`src/rtl/pn_pkg.sv`:
```
// pn_pkg: shared constants and types for the Polish-notation evaluator.
//   OP_*  : opcode encodings carried in the token payload
//   ERR_* : error codes reported on the err output
//   state_e : top-level FSM states
package pn_pkg;

  localparam logic [2:0] OP_ADD = 3'd0;
  localparam logic [2:0] OP_SUB = 3'd1;
  localparam logic [2:0] OP_MUL = 3'd2;
  localparam logic [2:0] OP_ABS = 3'd3;
  localparam logic [2:0] OP_MAX = 3'd4;
  localparam logic [2:0] OP_MIN = 3'd5;

  localparam logic [1:0] ERR_NONE      = 2'd0;
  localparam logic [1:0] ERR_UNDER     = 2'd1;
  localparam logic [1:0] ERR_OVER      = 2'd2;
  localparam logic [1:0] ERR_MALFORMED = 2'd3;

  typedef enum logic [1:0] {IDLE, LOAD, EVAL, OUT} state_e;

endpackage

```
`src/rtl/pn_alu.sv`:
```
// pn_alu: combinational ALU for the evaluator.
//   a_i, b_i  : signed W-bit operands (result is a op b)
//   op_i      : opcode taken straight from the token payload
//   y_o       : W-bit wrapped result
//   invalid_o : opcode is not one of OP_ADD..OP_MIN
import pn_pkg::*;

module pn_alu #(
  parameter int W   = 32,
  parameter int OPW = 3
) (
  input  logic [W-1:0]   a_i,
  input  logic [W-1:0]   b_i,
  input  logic [OPW-1:0] op_i,
  output logic [W-1:0]   y_o,
  output logic           invalid_o
);

  logic [OPW+2:0] opx;
  logic [2:0]     op3;
  logic [W-1:0]   sum;
  logic           a_gt_b;

  always_comb begin
    // Widen so the low 3 bits exist for any payload width; any set bit
    // above those makes the opcode invalid.
    opx       = {3'b000, op_i};
    op3       = opx[2:0];
    sum       = a_i + b_i;
    a_gt_b    = $signed(a_i) > $signed(b_i);
    y_o       = '0;
    invalid_o = (opx >> 3) != '0;
    case (op3)
      OP_ADD:  y_o = sum;
      OP_SUB:  y_o = a_i - b_i;
      OP_MUL:  y_o = a_i * b_i;
      // Negating min_int wraps back to min_int, which is the intended result.
      OP_ABS:  y_o = sum[W-1] ? (~sum + W'(1)) : sum;
      OP_MAX:  y_o = a_gt_b ? a_i : b_i;
      OP_MIN:  y_o = a_gt_b ? b_i : a_i;
      default: invalid_o = 1'b1;
    endcase
  end

endmodule

```
`src/rtl/pn_stream_eval.sv`:
```
// pn_stream_eval: prefix/postfix expression evaluator with a hardware stack.
//   clk, rst            : clock, asynchronous active-high reset
//   mode                : 0 prefix, 1 postfix (taken on the first beat)
//   operator, in        : token kind and payload
//   in_valid / in_ready : token stream handshake (ready in IDLE/LOAD)
//   out, err            : result (0 on error) and error code
//   out_valid/out_ready : result handshake, held until accepted
import pn_pkg::*;

module pn_stream_eval #(
  parameter int W           = 32,
  parameter int IN_W        = 3,
  parameter int DEPTH       = 16,
  parameter int STACK_DEPTH = 8
) (
  input  logic            clk,
  input  logic            rst,
  input  logic            mode,
  input  logic            operator,
  input  logic [IN_W-1:0] in,
  input  logic            in_valid,
  output logic            in_ready,
  output logic [W-1:0]    out,
  output logic [1:0]      err,
  output logic            out_valid,
  input  logic            out_ready
);

  localparam int CW  = $clog2(DEPTH + 1);
  localparam int SPW = $clog2(STACK_DEPTH + 1);
  localparam int AW  = (DEPTH > 1) ? $clog2(DEPTH) : 1;
  localparam int SAW = (STACK_DEPTH > 1) ? $clog2(STACK_DEPTH) : 1;

  state_e          state_q, state_d;
  logic            mode_q, mode_d;
  logic [CW-1:0]   count_q, count_d;
  logic [CW-1:0]   proc_q, proc_d;
  logic [SPW-1:0]  sp_q, sp_d;
  logic            ovf_q, ovf_d;
  logic [W-1:0]    out_q, out_d;
  logic [1:0]      err_q, err_d;
  logic            ovalid_q, ovalid_d;

  logic            tok_op  [DEPTH];
  logic [IN_W-1:0] tok_val [DEPTH];
  logic [W-1:0]    stk     [STACK_DEPTH];

  logic [AW-1:0]   cur_a;
  logic            cur_op;
  logic [IN_W-1:0] cur_v;
  logic [W-1:0]    opnd;
  logic [SAW-1:0]  top_idx, nxt_idx;
  logic [W-1:0]    top_v, nxt_v, alu_a, alu_b, alu_y;
  logic            alu_inv;

  logic            tok_we;
  logic            push_en;
  logic [SAW-1:0]  push_idx;
  logic [W-1:0]    push_val;
  logic [SPW-1:0]  new_sp;
  logic [1:0]      eval_err;
  logic            last;

  // Token walk order: postfix 0..N-1, prefix N-1..0. Modular AW-bit math
  // is exact since every valid index is below DEPTH.
  assign cur_a  = mode_q ? proc_q[AW-1:0]
                         : (count_q[AW-1:0] - AW'(1) - proc_q[AW-1:0]);
  assign cur_op = tok_op[cur_a];
  assign cur_v  = tok_val[cur_a];
  assign opnd   = W'(cur_v);

  assign top_idx = sp_q[SAW-1:0] - SAW'(1);
  assign nxt_idx = sp_q[SAW-1:0] - SAW'(2);
  assign top_v   = stk[top_idx];
  assign nxt_v   = stk[nxt_idx];

  // Postfix pops b then a; prefix pops a then b.
  assign alu_a = mode_q ? nxt_v : top_v;
  assign alu_b = mode_q ? top_v : nxt_v;

  pn_alu #(.W(W), .OPW(IN_W)) u_alu (
    .a_i       (alu_a),
    .b_i       (alu_b),
    .op_i      (cur_v),
    .y_o       (alu_y),
    .invalid_o (alu_inv)
  );

  always_comb begin
    state_d  = state_q;
    mode_d   = mode_q;
    count_d  = count_q;
    proc_d   = proc_q;
    sp_d     = sp_q;
    ovf_d    = ovf_q;
    out_d    = out_q;
    err_d    = err_q;
    ovalid_d = ovalid_q;
    tok_we   = 1'b0;
    push_en  = 1'b0;
    push_idx = sp_q[SAW-1:0];
    push_val = opnd;
    new_sp   = sp_q;
    eval_err = ERR_NONE;
    last     = (proc_q == count_q - CW'(1));
    case (state_q)
      IDLE: begin
        if (in_valid) begin
          tok_we  = 1'b1;
          mode_d  = mode;
          count_d = CW'(1);
          state_d = LOAD;
        end
      end
      LOAD: begin
        if (in_valid) begin
          if (count_q == CW'(DEPTH)) begin
            ovf_d = 1'b1;
          end else begin
            tok_we  = 1'b1;
            count_d = count_q + CW'(1);
          end
        end else if (ovf_q) begin
          state_d  = OUT;
          err_d    = ERR_OVER;
          out_d    = '0;
          ovalid_d = 1'b1;
        end else begin
          state_d = EVAL;
          proc_d  = '0;
          sp_d    = '0;
        end
      end
      EVAL: begin
        if (cur_op) begin
          if (sp_q < SPW'(2)) begin
            eval_err = ERR_UNDER;
          end else if (alu_inv) begin
            eval_err = ERR_MALFORMED;
          end else begin
            // Result replaces the two popped entries.
            push_en  = 1'b1;
            push_idx = nxt_idx;
            push_val = alu_y;
            new_sp   = sp_q - SPW'(1);
          end
        end else begin
          if (sp_q == SPW'(STACK_DEPTH)) begin
            eval_err = ERR_OVER;
          end else begin
            push_en = 1'b1;
            new_sp  = sp_q + SPW'(1);
          end
        end
        // The end-of-expression check folds into the last token's cycle so
        // the result is ready right after it.
        if (eval_err == ERR_NONE && last && new_sp != SPW'(1)) begin
          eval_err = ERR_MALFORMED;
        end
        sp_d   = new_sp;
        proc_d = proc_q + CW'(1);
        if (eval_err != ERR_NONE) begin
          state_d  = OUT;
          err_d    = eval_err;
          out_d    = '0;
          ovalid_d = 1'b1;
        end else if (last) begin
          state_d  = OUT;
          err_d    = ERR_NONE;
          out_d    = push_val;
          ovalid_d = 1'b1;
        end
      end
      OUT: begin
        if (out_ready) begin
          state_d  = IDLE;
          ovalid_d = 1'b0;
          count_d  = '0;
          sp_d     = '0;
          ovf_d    = 1'b0;
        end
      end
      default: state_d = IDLE;
    endcase
  end

  always_ff @(posedge clk or posedge rst) begin
    if (rst) begin
      state_q  <= IDLE;
      mode_q   <= 1'b0;
      count_q  <= '0;
      proc_q   <= '0;
      sp_q     <= '0;
      ovf_q    <= 1'b0;
      out_q    <= '0;
      err_q    <= ERR_NONE;
      ovalid_q <= 1'b0;
    end else begin
      state_q  <= state_d;
      mode_q   <= mode_d;
      count_q  <= count_d;
      proc_q   <= proc_d;
      sp_q     <= sp_d;
      ovf_q    <= ovf_d;
      out_q    <= out_d;
      err_q    <= err_d;
      ovalid_q <= ovalid_d;
    end
  end

  // Storage arrays carry no reset; count/sp gate every read.
  always_ff @(posedge clk) begin
    if (tok_we) begin
      tok_op[count_q[AW-1:0]]  <= operator;
      tok_val[count_q[AW-1:0]] <= in;
    end
    if (push_en) begin
      stk[push_idx] <= push_val;
    end
  end

  assign in_ready  = (state_q == IDLE) || (state_q == LOAD);
  assign out       = out_q;
  assign err       = err_q;
  assign out_valid = ovalid_q;

endmodule

```
`config.mk`:
```
export PLATFORM = sky130hd
export DESIGN_NAME = pn_stream_eval
export DESIGN_NICKNAME = d
export VERILOG_FILES = /design/src/rtl/pn_pkg.sv /design/src/rtl/pn_alu.sv /design/src/rtl/pn_stream_eval.sv
export SDC_FILE = /design/constraint.sdc
export NUM_CORES = 2
export LEC_CHECK = 0
export ABC_AREA = 1
export CAP_MARGIN = 15
export CELL_PAD_IN_SITES_DETAIL_PLACEMENT = 2
export CELL_PAD_IN_SITES_GLOBAL_PLACEMENT = 2
export CORE_ASPECT_RATIO = 0.75
export CORE_MARGIN = 5
export CORE_UTILIZATION = 43
export CTS_BUF_LIST = sky130_fd_sc_hd__clkbuf_4
export DETAILED_ROUTE_END_ITERATION = 10
export PLACE_DENSITY_LB_ADDON = 0.1
export SLEW_MARGIN = 10
export SYNTH_ARGS = -nofsm -noshare
export SYNTH_HDL_FRONTEND = slang
export SYNTH_SLANG_ARGS = --single-unit
```
`constraint.sdc`:
```
create_clock -name clk -period 21.6 [get_ports clk]
set_input_delay 4.32 -clock clk [delete_from_list [all_inputs] [get_ports clk]]
set_output_delay 4.32 -clock clk [all_outputs]
set_load 0.03 [all_outputs]
```
==> results.ini <==
[status]
outcome = finished, final reports clean

[sta]
setup_violations = 0
fin_crit_sh_pct = 61.6
final.setup.tns_ns = 0
fmax_mhz = 75.2
slew_viol_final = 0
skew_ns = 0.0875
relSlewSlack_pct = 13.1
rsz0062_at_grt = false
hold_viol = 0
worst_pin_slew_ns = 1.30
fin_crit_ns = 13.31

[synthesis]
synth_nets = 6064
synth-edff-count = 320
ys.flop_type = edfxtp_1
ys_types = 66
synth_seq_area_share_pct = 26.4
postSynthAreaPerCell_um2 = 7.63
syn_inst = 5438
synthArstFlopShare_pct = 14.2
synth_area_mm2 = 0.0415
synth_warnings = 0
synth-seq-cells = 373

[placement]
place_hpwl_um = 156000
placed_cells = 6554
port_buffers = 44
placed_area_mm2 = 0.0429
place_congestion = 0.992

[route]
final_antenna_net_count = 0
viasPerCell = 6.16
dr.pass1.iters = 8
routedWlPerCell_um = 30.9
vias = 41500
dr.first_iter.drc_count = 4432
drc = 0
wirelength_um = 208000

[setup_path]
crit_arrival_ns = 13.88
cp_max_fo = 85
crit_slowest_cell = clkinv_1
required_ns = 22.18
reg2reg_depth = 50
slowest_delay_ns = 1.11
end_kind = flop
crit_path_frequent_cell = nand2_1
reg2reg_to = stk[2][26]
ff2ff_setup_slack_ns = 8.29
path_class = reg2reg
start_kind = flop
crit_path_start = sp_q[0]
r2r-start = sp_q[0]

[clock_network]
cts_buffer_depth = 3
cts.sinks = 373
cts.reportedPaths.clkPinSlew_ns = 0.08
cts_root_buf = clkbuf_4
postCtsSetupRepairBufs = 0
cts_tree = built
clk_latency_ns = 0.92
numCtsBuffers = 92
htreeDepth = 3
hold_buffers = 0
cts-resized-gates = 0

[grt]
use_met2_pct = 59.8
gr-total-overflow = 0
grt_max_degree = 111
grt_pass1_vias = 44500
grt_use_total_pct = 39.7
use_met1_pct = 55.0
grt.busiest_layer = met2
grt.met3_usage_pct = 11.7
antenna_found_initial = 20
grt_pass1_wl_um = 301000

[floorplan]
die_w_um = 369
die_h_um = 279
row_count = 98
start_util_pct = 43.4
dieArea_mm2 = 0.103
pin_count = 45
core_region_area_mm2 = 0.0955

[finish]
nNetsFinal = 6026
drive_above_1_share_pct = 5.81
final_area_mm2 = 0.0441
syn_to_final_growth_pct = 6.32
fillers = 11100
finalNonFillerCells = 6730

[worst_hold_path]
hold_path.startpoint = out[2]
whs_endpoint = out[2]
hold_path_depth = 2
hold_class = reg2reg

[flow_run]
max_cap_viol_count = 0

==> synthesized netlist by cell type, types with 5 or more instances <==
cell | n | area, µm²
buf_2 | 99 | 495
nand2_1 | 1342 | 5040
o21ai_1 | 45 | 225
o2111ai_1 | 7 | 61.3
o22ai_1 | 21 | 131
ha_1 | 206 | 2580
nor3_1 | 43 | 215
nand2_2 | 21 | 131
clkbuf_1 | 86 | 323
buf_1 | 34 | 128
nand3b_1 | 5 | 37.5
o21ai_2 | 6 | 52.6
dfrtp_1 | 53 | 1330
xnor2_1 | 12 | 105
o21a_1 | 15 | 113
nor4_1 | 6 | 37.5
o211ai_1 | 59 | 443
inv_2 | 18 | 67.6
buf_4 | 15 | 113
clkinv_1 | 15 | 56.3
nand3_1 | 480 | 2400
nor2_1 | 524 | 1970
buf_6 | 20 | 225
nand4_1 | 35 | 219
xor2_1 | 52 | 455
a21oi_1 | 261 | 1310
edfxtp_1 | 320 | 9610
inv_1 | 871 | 3270
fa_1 | 411 | 8230
a21boi_0 | 7 | 52.6
o21ai_0 | 258 | 1290
a211oi_1 | 6 | 45.0
o21bai_1 | 9 | 67.6
==> state kept, by name, indices dropped and copies added (netlist names) <==
| signal | cells |
|---|---|
| proc_q | 5 |
| sp_q | 4 |
| out_valid | 1 |
| err | 2 |
| tok_op | 16 |
| state_q | 2 |
| ovf_q | 1 |
| stk | 256 |
| mode_q | 1 |
| out | 32 |
| count_q | 5 |
| tok_val | 48 |
==> cells in the final DEF, fill, tap and decap left out, types with 35 or more instances in the layout <==
cell type	instances
clkinv_1	39
dfrtp_1	50
clkdlybuf4s50_1	44
clkbuf_4	129
inv_1	870
xor2_1	52
o21ai_0	253
o21ai_1	48
o211ai_1	59
nand4_1	35
a21oi_1	260
nor2_1	516
ha_1	204
nand3_1	480
nand2_1	1340
fa_1	411
nor3_1	42
buf_4	80
edfxtp_1	320
==> critical path, delay by kind of cell, from the launching register on <==
| kind | cells | cell delay (ns) |
|---|---|---|
| flip-flops | 1 | 0.64 |
| AO/OA/AOI/OAI | 4 | 1.22 |
| buffers and inverters | 13 | 3.53 |
| adder cells (fa/ha/maj) | 10 | 4.11 |
| AND/OR/NAND/NOR | 23 | 3.30 |
==> stage by stage <==
stage / util (%) / setup slack, ns / hold slack [ns]
after floorplan: - / 12.94 / 0.524
after global placement: 44.9 / 8.83 / 0.470
after detailed placement: 44.9 / 8.37 / 0.482
after CTS: 46.1 / 8.28 / 0.499
after global routing: 46.2 / 7.90 / 0.523
final: 46.2 / 8.29 / 0.503
==> how the worst max path moves through the flow <==
stage / to / cells past startpoint / slack (ns)
floorplan: stk[0][27] / 44 / 12.94
global placement: stk[0][26] / 50 / 8.83
detailed placement: stk[5][22] / 47 / 8.37
CTS: stk[6][22] / 48 / 8.28
global route: stk[2][26] / 50 / 7.90
finish: stk[2][26] / 50 / 8.29
==> metal layers <==
| layer | vias up | part of all wire, % |
|---|---|---|
| met5 | - | 0.14 |
| met4 | 16 | 3.9 |
| met3 | 524 | 12 |
| met2 | 2249 | 43 |
| met1 | 21500 | 41 |
| li1 | 17200 | - |
==> area by class of cell <==
class / instances / area, µm² / share of cell area, %
flip-flops and latches: 373 / 10900 / 24.8
inverters: 906 / 3410 / 7.73
repair buffers: 125 / 1070 / 2.42
multi-input cells: 3902 / 26000 / 58.9
clock buffers: 129 / 968 / 2.20
well taps: 1250 / 1560 / 3.54
diodes: 10 / 25.0 / 0.0567
clock inverters: 35 / 166 / 0.377
==> kinds of logic after synthesis <==
logic type	synth area share [%]
AND/OR/NAND/NOR	24.9
buffers and inverters	11.3
flip-flops	26.4
adder cells (fa/ha/maj)	26.0
AO/OA/AOI/OAI	9.96
XOR/XNOR	1.39
Power is not shown: default switching activity piles up to over one toggle a cycle in this logic, so the estimate is an artifact.
==> edit (same flow settings) <==
Add an input register stage for `mode`, without a reset; this delays it by one clock. The other inputs are not delayed to match.
--- a/src/rtl/pn_stream_eval.sv
+++ b/src/rtl/pn_stream_eval.sv
@@ -32,2 +32,8 @@
   localparam int SAW = (STACK_DEPTH > 1) ? $clog2(STACK_DEPTH) : 1;
+
+  logic mode_r;
+
+  always_ff @(posedge clk) begin
+    mode_r <= mode;
+  end
 
@@ -109,3 +115,3 @@
           tok_we  = 1'b1;
-          mode_d  = mode;
+          mode_d  = mode_r;
           count_d = CW'(1);
Behaviour: same outputs for any inputs over 4 cycles, from zero or initial values and one cycle with rst high; that may be too few to reach the edited logic, so the function may still have changed.
==> edit against the original RTL <==
Synthesized cell count decreased by 1.6%. Die area fell by 0.48%. Critical path depth decreased by 16. Cell area about the same. Area after synthesis down 0.50%. Sequential cell count up 1. Largest cell class unchanged. Routed wire length down 1.1%. Worst setup slack got worse by 0.86 ns. Via count is 1.7% lower.
Power is left out: the tool's default activity adds up to more than one toggle a clock period on the data nets, which glitch-free logic cannot reach.
==> edit: results <==
metrics = {
    "run_status": {
        "status": "finished clean",
    },
    "yosys": {
        "synth_area_leaders": "edfxtp_1 23%, fa_1 20%, nand2_1 11%",
        "synth_common_cells": "1250 x nand2_1, 854 x inv_1, 530 x nor2_1, 411 x fa_1, 396 x nand3_1",
        "muxShareOfSynthArea_pct": 0,
        "synth-adder-area-share_pct": 26.2,
        "synthArstFlopShare_pct": 14.2,
        "synth-compound-area-share_pct": 11.4,
        "yosysSeqAreaShare_pct": 26.5,
        "synth_xor_area_share_pct": 1.46,
    },
    "drt": {
        "drt_iter0_markers": 4285,
        "met2WireLength_um": 86600,
        "first_pass_iters": 5,
        "met3_length_um": 24000,
        "drt-total-wl_um": 205000,
        "via_count": 40800,
        "wl_met1_um": 86600,
    },
    "global_routing": {
        "grt_max_degree": 88,
        "track_usage_pct": 39.6,
        "antenna_found_initial": 16,
        "grt_first_pass_wirelength_um": 301000,
        "grt_pass1_vias": 44300,
    },
    "setup_path": {
        "crit_arrival_ns": 14.76,
        "crit_path_max_fanout": 87,
        "reg2reg_depth": 34,
        "slowest_delay_ns": 0.99,
        "cpMaxStageDelayCell": "a21oi_1",
        "r2r-start": "sp_q[0]",
        "r2r-end": "stk[1][30]",
        "worst-r2r-setup-slack_ns": 7.43,
    },
    "clock_network": {
        "clock_latency_ns": 0.94,
        "cts_buffers": 91,
        "htreeDepth": 3,
        "clock-root-buffer": "clkbuf_4",
    },
    "finish": {
        "regMostFlops": "stk",
        "nets": 5959,
        "drive_above_1_share_pct": 6.90,
    },
    "placed_design": {
        "hpwl_um": 155000,
        "place.gp.congestion": 1.04,
    },
    "worst_hold_path": {
        "hold_path_end": "out[10]",
        "min-delay-start": "out[10]",
    },
    "timing": {
        "fin_worst_skew_ns": 0.0789,
        "worst_pin_slew_ns": 1.27,
    },
}
==> edit: layout make-up <==
cell class / instances / area, um2
tap: 1250 / 1560
clock inverter: 20 / 128
inverter: 888 / 3340
sequential: 374 / 11000
antenna: 7 / 17.5
clock buffer: 142 / 1070
fill: 11000 / 51200
timing repair buffer: 142 / 1180
multi-input combinational: 3836 / 25900
==> edit: through the flow <==
step           std cells  util, %  hold WS, ns  setup WS [ns]  area (um2)
2_1_floorplan       5350        -        0.446          12.41       41300
3_3_place_gp        6489     45.0        0.465           8.59       42900
3_5_place_dp        6489     45.0        0.468           8.01       42900
4_1_cts             6651     46.3        0.504           7.99       44100
5_1_grt             6653     46.3        0.532           7.38       44100
6_report            6659     46.3        0.502           7.43       44100
==> edit: worst max path at each step <==
| stage | from | end | slack [ns] | cells after the start |
|---|---|---|---|---|
| 4_1_cts | sp_q[0] | stk[1][30] | 7.99 | 34 |
| 6_report | sp_q[0] | stk[1][30] | 7.43 | 34 |
| 5_1_grt | sp_q[0] | stk[1][30] | 7.38 | 34 |
| 2_1_floorplan | sp_q[0] | stk[0][31] | 12.41 | 49 |
| 3_5_place_dp | sp_q[0] | stk[4][30] | 8.01 | 34 |
| 3_3_place_gp | sp_q[0] | stk[4][30] | 8.59 | 34 |
==> edit: routing by layer <==
metal	vias up	GRT usage, %
li1	17100	-
met1	21000	54.6
met2	2195	59.0
met3	478	12.7
met4	10	13.5
met5	-	0
==> edit: cells by family after synthesis <==
kind of cell	Yosys count
AO/OA/AOI/OAI	829
XOR/XNOR	67
adder cells (fa/ha/maj)	617
buffers and inverters	1140
flip-flops	374
AND/OR/NAND/NOR	2323
==> edit: worst max-delay path: cells and delay by family (launching register included) <==
family	cells	cell delay (ns)
buffers and inverters	7	2.89
AOI/OAI and AO/OA	9	3.03
DFF	1	0.72
and+or+nand+nor	8	1.76
adders and majority gates	10	5.33
